`src/rtl/mem_handshake_ctrl_if.sv`:
```
// rtl/mem_handshake_ctrl_if.sv - core-op and memory handshake bundle for mem_handshake_ctrl
interface mem_handshake_ctrl_if #(
  parameter int DATA_W = 32,
  parameter int ADDR_W = 32
);
  logic                  op_valid;
  logic                  op_ready;
  logic                  op_write;
  logic [1:0]            op_size;
  logic                  op_unsigned;
  logic [ADDR_W-1:0]     op_addr;
  logic [DATA_W-1:0]     op_wdata;
  logic                  done;
  logic                  err;
  logic [DATA_W-1:0]     rdata;
  logic [ADDR_W-1:0]     Address;
  logic                  MemWrite;
  logic                  MemRead;
  logic [DATA_W-1:0]     Write_data;
  logic [DATA_W/8-1:0]   Write_strb;
  logic                  Mem_Req_Ack;
  logic [DATA_W-1:0]     Read_data;
  logic                  Read_data_Valid;
  logic                  Read_data_Ack;

  // master: the core issuing ops plus the memory answering them
  modport master (
    output op_valid, op_write, op_size, op_unsigned, op_addr, op_wdata,
    output Mem_Req_Ack, Read_data, Read_data_Valid,
    input  op_ready, done, err, rdata,
    input  Address, MemWrite, MemRead, Write_data, Write_strb, Read_data_Ack
  );

  modport slave (
    input  op_valid, op_write, op_size, op_unsigned, op_addr, op_wdata,
    input  Mem_Req_Ack, Read_data, Read_data_Valid,
    output op_ready, done, err, rdata,
    output Address, MemWrite, MemRead, Write_data, Write_strb, Read_data_Ack
  );
endinterface

```
`src/rtl/mem_handshake_ctrl.sv`:
```
// rtl/mem_handshake_ctrl.sv - load/store handshake sequencer with lane steering and load extension
// Optional hung-memory abort enabled by defining MEM_TIMEOUT_EN.
module mem_handshake_ctrl #(
  parameter int DATA_W      = 32,
  parameter int ADDR_W      = 32,
  parameter int TIMEOUT_CYC = 255
) (
  input  logic           clk,
  input  logic           rst,
  mem_handshake_ctrl_if.slave bus
);
  localparam int STRB_W = DATA_W / 8;
  localparam int LANE_W = $clog2(STRB_W);

  typedef enum logic [2:0] {S_IDLE, S_LD, S_RDW, S_ST, S_DONE} state_t;

  state_t              state, state_next;
  logic [ADDR_W-1:0]   addr_q;
  logic [1:0]          size_q;
  logic                uns_q;
  logic [DATA_W-1:0]   wdata_q;
  logic [DATA_W-1:0]   rdata_q;
  logic [STRB_W-1:0]   strb_q;
  logic                err_q;

  logic                accept, illegal, time_up, awaited, abort;
  logic [LANE_W-1:0]   op_lane, lane_q;
  logic [STRB_W-1:0]   op_strb;
  logic [DATA_W-1:0]   ld_shift, ld_mask, ld_ext;
  logic                ld_msb;

  assign accept  = (state == S_IDLE) && bus.op_valid;
  assign op_lane = bus.op_addr[LANE_W-1:0];
  assign lane_q  = addr_q[LANE_W-1:0];

  assign illegal = (bus.op_size == 2'd1 && bus.op_addr[0]) ||
                   (bus.op_size == 2'd2 && bus.op_addr[1:0] != 2'b00) ||
                   (bus.op_size == 2'd3 && (bus.op_addr[2:0] != 3'b000 || DATA_W == 32));

  always_comb begin
    op_strb = '0;
    case (bus.op_size)
      2'd0:    op_strb = STRB_W'(8'h01) << op_lane;
      2'd1:    op_strb = STRB_W'(8'h03) << op_lane;
      2'd2:    op_strb = STRB_W'(8'h0F) << op_lane;
      default: op_strb = '1;
    endcase
  end

  // Load data: shift the addressed lane down, then mask and extend.
  always_comb begin
    ld_shift = bus.Read_data >> {lane_q, 3'b000};
    ld_mask  = '1;
    ld_msb   = 1'b0;
    case (size_q)
      2'd0:    begin ld_mask = DATA_W'(8'hFF);         ld_msb = ld_shift[7];  end
      2'd1:    begin ld_mask = DATA_W'(16'hFFFF);      ld_msb = ld_shift[15]; end
      2'd2:    begin ld_mask = DATA_W'(32'hFFFF_FFFF); ld_msb = ld_shift[31]; end
      default: begin ld_mask = '1;                     ld_msb = 1'b0;         end
    endcase
    ld_ext = (ld_shift & ld_mask) | ((!uns_q && ld_msb) ? ~ld_mask : '0);
  end

  assign awaited = (state == S_RDW) ? bus.Read_data_Valid : bus.Mem_Req_Ack;
  assign abort   = time_up && !awaited;

`ifdef MEM_TIMEOUT_EN
  logic [15:0] wait_cnt;

  always_ff @(posedge clk) begin
    if (rst)
      wait_cnt <= '0;
    else if (state_next != state)
      wait_cnt <= '0;
    else if (state == S_LD || state == S_RDW || state == S_ST)
      wait_cnt <= wait_cnt + 16'd1;
  end

  // Fires on the last permitted wait cycle; an ack in that cycle still wins.
  assign time_up = (state == S_LD || state == S_RDW || state == S_ST) &&
                   (wait_cnt == 16'(TIMEOUT_CYC - 1));
`else
  logic unused_timeout;
  assign unused_timeout = |16'(TIMEOUT_CYC);
  assign time_up = 1'b0;
`endif

  always_ff @(posedge clk) begin
    if (rst) state <= S_IDLE;
    else     state <= state_next;
  end

  always_comb begin
    state_next = state;
    case (state)
      S_IDLE: if (accept) state_next = illegal ? S_DONE : (bus.op_write ? S_ST : S_LD);
      S_LD:   if (bus.Mem_Req_Ack) state_next = S_RDW;
              else if (abort) state_next = S_DONE;
      S_RDW:  if (bus.Read_data_Valid || abort) state_next = S_DONE;
      S_ST:   if (bus.Mem_Req_Ack || abort) state_next = S_DONE;
      S_DONE: state_next = S_IDLE;
      default: state_next = S_IDLE;
    endcase
  end

  always_ff @(posedge clk) begin
    if (rst) begin
      addr_q  <= '0;
      size_q  <= '0;
      uns_q   <= 1'b0;
      wdata_q <= '0;
      rdata_q <= '0;
      strb_q  <= '0;
      err_q   <= 1'b0;
    end else if (accept) begin
      addr_q  <= bus.op_addr;
      size_q  <= bus.op_size;
      uns_q   <= bus.op_unsigned;
      wdata_q <= bus.op_wdata << {op_lane, 3'b000};
      strb_q  <= op_strb;
      rdata_q <= '0;
      err_q   <= illegal;
    end else if (state == S_RDW && bus.Read_data_Valid) begin
      rdata_q <= ld_ext;
    end else if (abort) begin
      err_q   <= 1'b1;
    end
  end

  assign bus.op_ready      = (state == S_IDLE);
  assign bus.done          = (state == S_DONE);
  assign bus.err           = (state == S_DONE) && err_q;
  assign bus.rdata         = rdata_q;
  assign bus.Address       = addr_q;
  assign bus.MemRead       = (state == S_LD);
  assign bus.MemWrite      = (state == S_ST);
  assign bus.Read_data_Ack = (state == S_RDW);
  assign bus.Write_data    = wdata_q;
  assign bus.Write_strb    = (state == S_ST) ? strb_q : '0;
endmodule
```
`src/flat_wrapper.sv`:
```
// flat-port wrapper written by rule: the top's interface ports become plain ports
module mem_handshake_ctrl_flat 
#(
  parameter int DATA_W      = 32,
  parameter int ADDR_W      = 32,
  parameter int TIMEOUT_CYC = 255
)
  (clk, rst, bus_op_valid, bus_op_write, bus_op_size, bus_op_unsigned, bus_op_addr, bus_op_wdata, bus_Mem_Req_Ack, bus_Read_data, bus_Read_data_Valid, bus_op_ready, bus_done, bus_err, bus_rdata, bus_Address, bus_MemWrite, bus_MemRead, bus_Write_data, bus_Write_strb, bus_Read_data_Ack);
  mem_handshake_ctrl_if #(.DATA_W(DATA_W), .ADDR_W(ADDR_W)) bus_i ();
  input  logic clk;
  input  logic rst;
  input wire logic [$bits(bus_i.op_valid)-1:0] bus_op_valid;
  input wire logic [$bits(bus_i.op_write)-1:0] bus_op_write;
  input wire logic [$bits(bus_i.op_size)-1:0] bus_op_size;
  input wire logic [$bits(bus_i.op_unsigned)-1:0] bus_op_unsigned;
  input wire logic [$bits(bus_i.op_addr)-1:0] bus_op_addr;
  input wire logic [$bits(bus_i.op_wdata)-1:0] bus_op_wdata;
  input wire logic [$bits(bus_i.Mem_Req_Ack)-1:0] bus_Mem_Req_Ack;
  input wire logic [$bits(bus_i.Read_data)-1:0] bus_Read_data;
  input wire logic [$bits(bus_i.Read_data_Valid)-1:0] bus_Read_data_Valid;
  output wire logic [$bits(bus_i.op_ready)-1:0] bus_op_ready;
  output wire logic [$bits(bus_i.done)-1:0] bus_done;
  output wire logic [$bits(bus_i.err)-1:0] bus_err;
  output wire logic [$bits(bus_i.rdata)-1:0] bus_rdata;
  output wire logic [$bits(bus_i.Address)-1:0] bus_Address;
  output wire logic [$bits(bus_i.MemWrite)-1:0] bus_MemWrite;
  output wire logic [$bits(bus_i.MemRead)-1:0] bus_MemRead;
  output wire logic [$bits(bus_i.Write_data)-1:0] bus_Write_data;
  output wire logic [$bits(bus_i.Write_strb)-1:0] bus_Write_strb;
  output wire logic [$bits(bus_i.Read_data_Ack)-1:0] bus_Read_data_Ack;
  assign bus_i.op_valid = bus_op_valid;
  assign bus_i.op_write = bus_op_write;
  assign bus_i.op_size = bus_op_size;
  assign bus_i.op_unsigned = bus_op_unsigned;
  assign bus_i.op_addr = bus_op_addr;
  assign bus_i.op_wdata = bus_op_wdata;
  assign bus_i.Mem_Req_Ack = bus_Mem_Req_Ack;
  assign bus_i.Read_data = bus_Read_data;
  assign bus_i.Read_data_Valid = bus_Read_data_Valid;
  assign bus_op_ready = bus_i.op_ready;
  assign bus_done = bus_i.done;
  assign bus_err = bus_i.err;
  assign bus_rdata = bus_i.rdata;
  assign bus_Address = bus_i.Address;
  assign bus_MemWrite = bus_i.MemWrite;
  assign bus_MemRead = bus_i.MemRead;
  assign bus_Write_data = bus_i.Write_data;
  assign bus_Write_strb = bus_i.Write_strb;
  assign bus_Read_data_Ack = bus_i.Read_data_Ack;
  mem_handshake_ctrl #(.DATA_W(DATA_W), .ADDR_W(ADDR_W), .TIMEOUT_CYC(TIMEOUT_CYC)) u_core (.clk(clk), .rst(rst), .bus(bus_i));
endmodule
```
`config.mk`:
```
export PLATFORM = sky130hd
export DESIGN_NAME = mem_handshake_ctrl_flat
export DESIGN_NICKNAME = d
export VERILOG_FILES = /design/src/rtl/mem_handshake_ctrl_if.sv /design/src/rtl/mem_handshake_ctrl.sv /design/src/flat_wrapper.sv
export SDC_FILE = /design/constraint.sdc
export NUM_CORES = 1
export LEC_CHECK = 0
export CAP_MARGIN = 20
export CORE_MARGIN = 2
export CORE_UTILIZATION = 43
export DETAILED_ROUTE_END_ITERATION = 8
export PLACE_DENSITY = 0.81
export SYNTH_ARGS = -nofsm -noshare
export SYNTH_HDL_FRONTEND = slang
export SYNTH_SLANG_ARGS = --single-unit
```
`constraint.sdc`:
```
create_clock -name clk -period 2.46 [get_ports clk]
set_input_delay 0.492 -clock clk [delete_from_list [all_inputs] [get_ports clk]]
set_output_delay 0.492 -clock clk [all_outputs]
set_load 0.01 [all_outputs]
```
==> summary.md, run 1 <==
| Metric | Value |
|---|---|
| Total power | `4.34 mW` |
| RD Place Congestion | `0.892` |
| Core area | `0.0109 mm2` |
| Initial Utilization | `44.4%` |
| Slew Viols, Final | `0` |
| Total gr overflow | `0` |
| Switching Fraction | `28.9%` |
| Cells after synthesis | `586` |
| Status | `complete, no violations` |
| Crit path launch type | `flop` |
| XOR/XNOR Fraction of Synth Area | `0.180%` |
| Max Buffers Root-to-Sink | `2` |
| Sequential area share after synthesis | `44.1%` |
| Clock tree root driver cell | `clkbuf_16` |
| Cts-stage hold buffer count | `0` |
| Total track usage | `25.8%` |
| CTS Sinks | `107` |
| Main synth FF type | `dfxtp_1` |
| Antenna cells | `0` |
| Antenna Nets Post-Route | `0` |
| Post-CTS Setup Repair Bufs | `0` |
| Met3 usage | `7.70%` |
| Die Footprint | `0.0122 mm2` |
| Final nets | `880` |
| GR peak layer | `met2` |
| Netlist Area Pre-Place | `0.00486 mm2` |
| Ratio of cells with drive above 1 in the final layout | `8.49%` |
| Crit. End Element | `primary output` |
| Router iterations before antenna repair | `5` |
| DR vias | `5,037` |
| Row count | `38` |
| Layout area overhead | `51.8%` |
| Internal power | `3.08 mW` |
| Post-synthesis net count | `694` |
| Routed WL | `15,800 um` |
| IO Pins | `211` |
| Leakage | `2.75 nW` |
| Worst-Margin Slew | `0.789 ns` |
| Psw | `1.26 mW` |
| Crit path time final | `2.30 ns` |
| Setup CP Type | `reg2out` |
| Post-synth top area cell | `dfxtp_1` |
| Worst vdd ir | `0.000394 V` |
| CTS buffer count | `9` |
| Pwr/cell area | `588 mW/mm2` |
| Post-synthesis average cell area | `8.29 um2` |
| Resize count post-CTS | `0` |
| Vias per inst | `5.49` |
| Simple-gate share of the synthesized area | `17.1%` |
| Most frequent cells in the layout | `209 x clkdlybuf4s50_1, 113 x nand2_1, 107 x dfxtp_1` |
| DP HPWL | `11,800 um` |
| Skew-Pair Late Insertion Delay | `0.35 ns` |
| Max Clk Rate | `434 MHz` |
| PortBufs | `210` |
| Clock Power Share | `31.1%` |
| Largest net degree at the start of global routing | `67` |
| Final hold vios | `0` |
| Number of synthesized register bits | `107` |
| Antenna violations before repair | `0` |
| Worst endpoint required time | `1.97 ns` |
| Adder-cell area share of the yosys netlist | `0.773%` |
| Met1 usage | `30.5%` |
| Post-synthesis mux area share | `10.9%` |
| First-pass GRT wire length | `24,300 um` |
| RSZ-0062 raised after global routing | `no` |
| Skew final | `0.00617 ns` |
| Largest cells by area after synthesis | `dfxtp_1 44%, a21oi_1 10%, nand2_1 8.7%, mux2i_1 5.4%, mux2_2 5.1%` |
| Post-synth EDFFs | `0` |
| Synth top area share | `44.1%` |
| Post-synth cell types | `43` |
| Fillcell total | `899` |
| Yosys warns | `0` |
| CP Data Arrival Time | `1.81 ns` |
| Vias in the first global route | `4,921` |
| Maximum fanout along the worst path | `11` |
| Die width | `110 um` |
| Commonest non-fill, non-tap cell in the layout | `clkdlybuf4s50_1` |
| Wire length per cell | `17.3 um` |
| H-tree Lvls | `3` |
| Final setup fails | `0` |
| Comb power frac | `24.5%` |
| Synth Area in Compound Gates | `22.3%` |
| Worst hold path type | `reg2reg` |
| Global Route met2 Usage | `43.0%` |
| Die height | `110 um` |
| Ys async rst share | `0%` |
| Setup TNS | `0 ns` |
| Slew headroom | `47.3%` |
| Number of DRC markers in iteration 0 | `340` |
| CTS tree | `yes` |
| Largest family of logic cells by synthesized area | `compound AO/OA/AOI/OAI gates` |
| Sequential share of power | `44.4%` |
| Drt drc | `0` |
| Final worst-path cycle share | `93.7%` |
| Number of max-cap violations | `0` |
| Clk slew on worst S/H paths | `0.07 ns` |
[path summary, 6_finish.rpt]
path	endpoint	slack [ns]	depth (start not counted)	from
hold reg to reg	u_core.bus.Address[2]	0.46	2	u_core.bus.Address[2]
hold / removal	u_core.bus.Address[2]	0.46	2	u_core.bus.Address[2]
setup / recovery	bus_MemRead	0.16	3	u_core.state[0]
setup reg to reg	u_core.bus.rdata[18]	0.46	6	u_core.state[0]
[kinds of logic (layout without fill, tap and decap cells)]
family                     after synthesis  in the layout
adders and majority gates                3              3
and+or+nand+nor                        184            184
xor gates and xnor gates                 1              1
muxes                                   49             49
AOI/OAI and AO/OA                      186            186
buffers and inverters                   56            247
DFF                                    107            107
[through the flow]
step | utilization [%] | hold WS [ns] | worst slack, ns | cell area [um2] | cells
after floorplan | - | 0.449 | 0.661 | 4860 | 586
after global placement | 64.9 | 0.436 | 0.0883 | 7100 | 901
after detailed placement | 64.9 | 0.443 | 0.0568 | 7100 | 901
after CTS | 67.5 | 0.459 | 0.161 | 7380 | 917
after global routing | 67.5 | 0.474 | 0.0595 | 7380 | 917
final | 67.5 | 0.458 | 0.156 | 7380 | 917
[area by class of cell]
class	instances	area, um2	share of cell area, %
tap	140	175	2.37
sequential	107	2140	29.0
clock buffer	9	225	3.05
timing repair buffer	227	2260	30.7
multi-input combinational	423	2510	34.0
inverter	4	15.0	0.204
clock inverter	7	51.3	0.695
[Yosys cell counts (all sizes together), types with 3 or more instances]
cell type,number
nand2,113
dfxtp,107
a21oi,101
clkbuf,35
nor2,35
o21ai,35
mux2i,26
mux2,22
buf,17
o211ai,15
a211oi,11
a22o,8
nor3,8
o2bb2ai,7
and2,5
nor2b,5
nor3b,5
inv,4
ha,3
nand2b,3
[registers in the layout, indices dropped and copies added (netlist names)]
signal / cells
u_core.bus.Address: 32
u_core.bus.Write_data: 32
u_core.bus.rdata: 32
u_core.err_q: 1
u_core.size_q: 2
u_core.state: 3
u_core.strb_q: 4
u_core.uns_q: 1
[critical path, cell delays in order, from the launching register on]
cell	delay [ns]
dfxtp_1	0.45
buf_4	0.23
nor3b_1	0.20
clkdlybuf4s50_1	0.58
[power groups by stage]
stage          combinational, mW  clock, mW  sequential, mW
3_3_place_gp                1.03          0            1.96
5_1_grt                     1.15       1.44            1.94
2_1_floorplan              0.481          0            1.99
3_5_place_dp                1.06          0            1.96
6_report                    1.06       1.35            1.93
4_1_cts                     1.07       1.37            1.92
[per-layer routing]
layer	vias up	routed length (um)
li1	2414	-
met1	2352	6400
met2	231	7410
met3	40	1500
met4	0	520
met5	-	0
No activity file was read; power rests on OpenSTA's default activity.
==> run 2: changes to the inputs <==
--- a/config.mk
+++ b/config.mk
@@ -10,6 +10,8 @@
 export CORE_UTILIZATION = 43
 export DETAILED_ROUTE_END_ITERATION = 8
 export PLACE_DENSITY = 0.81
+export SLEW_MARGIN = 10
 export SYNTH_ARGS = -nofsm -noshare
 export SYNTH_HDL_FRONTEND = slang
 export SYNTH_SLANG_ARGS = --single-unit
+export TNS_END_PERCENT = 100
==> results of run 2 <==
No change in the layout: final DEF, timing and power equal those of run 1.
==> run 3: changes to the inputs <==
--- a/config.mk
+++ b/config.mk
@@ -10,6 +10,7 @@
 export CORE_UTILIZATION = 43
 export DETAILED_ROUTE_END_ITERATION = 8
 export PLACE_DENSITY = 0.81
+export SKIP_LAST_GASP = 1
 export SLEW_MARGIN = 10
 export SYNTH_ARGS = -nofsm -noshare
 export SYNTH_HDL_FRONTEND = slang
==> results of run 3 <==
No change in the layout: final DEF, timing and power equal those of run 1.
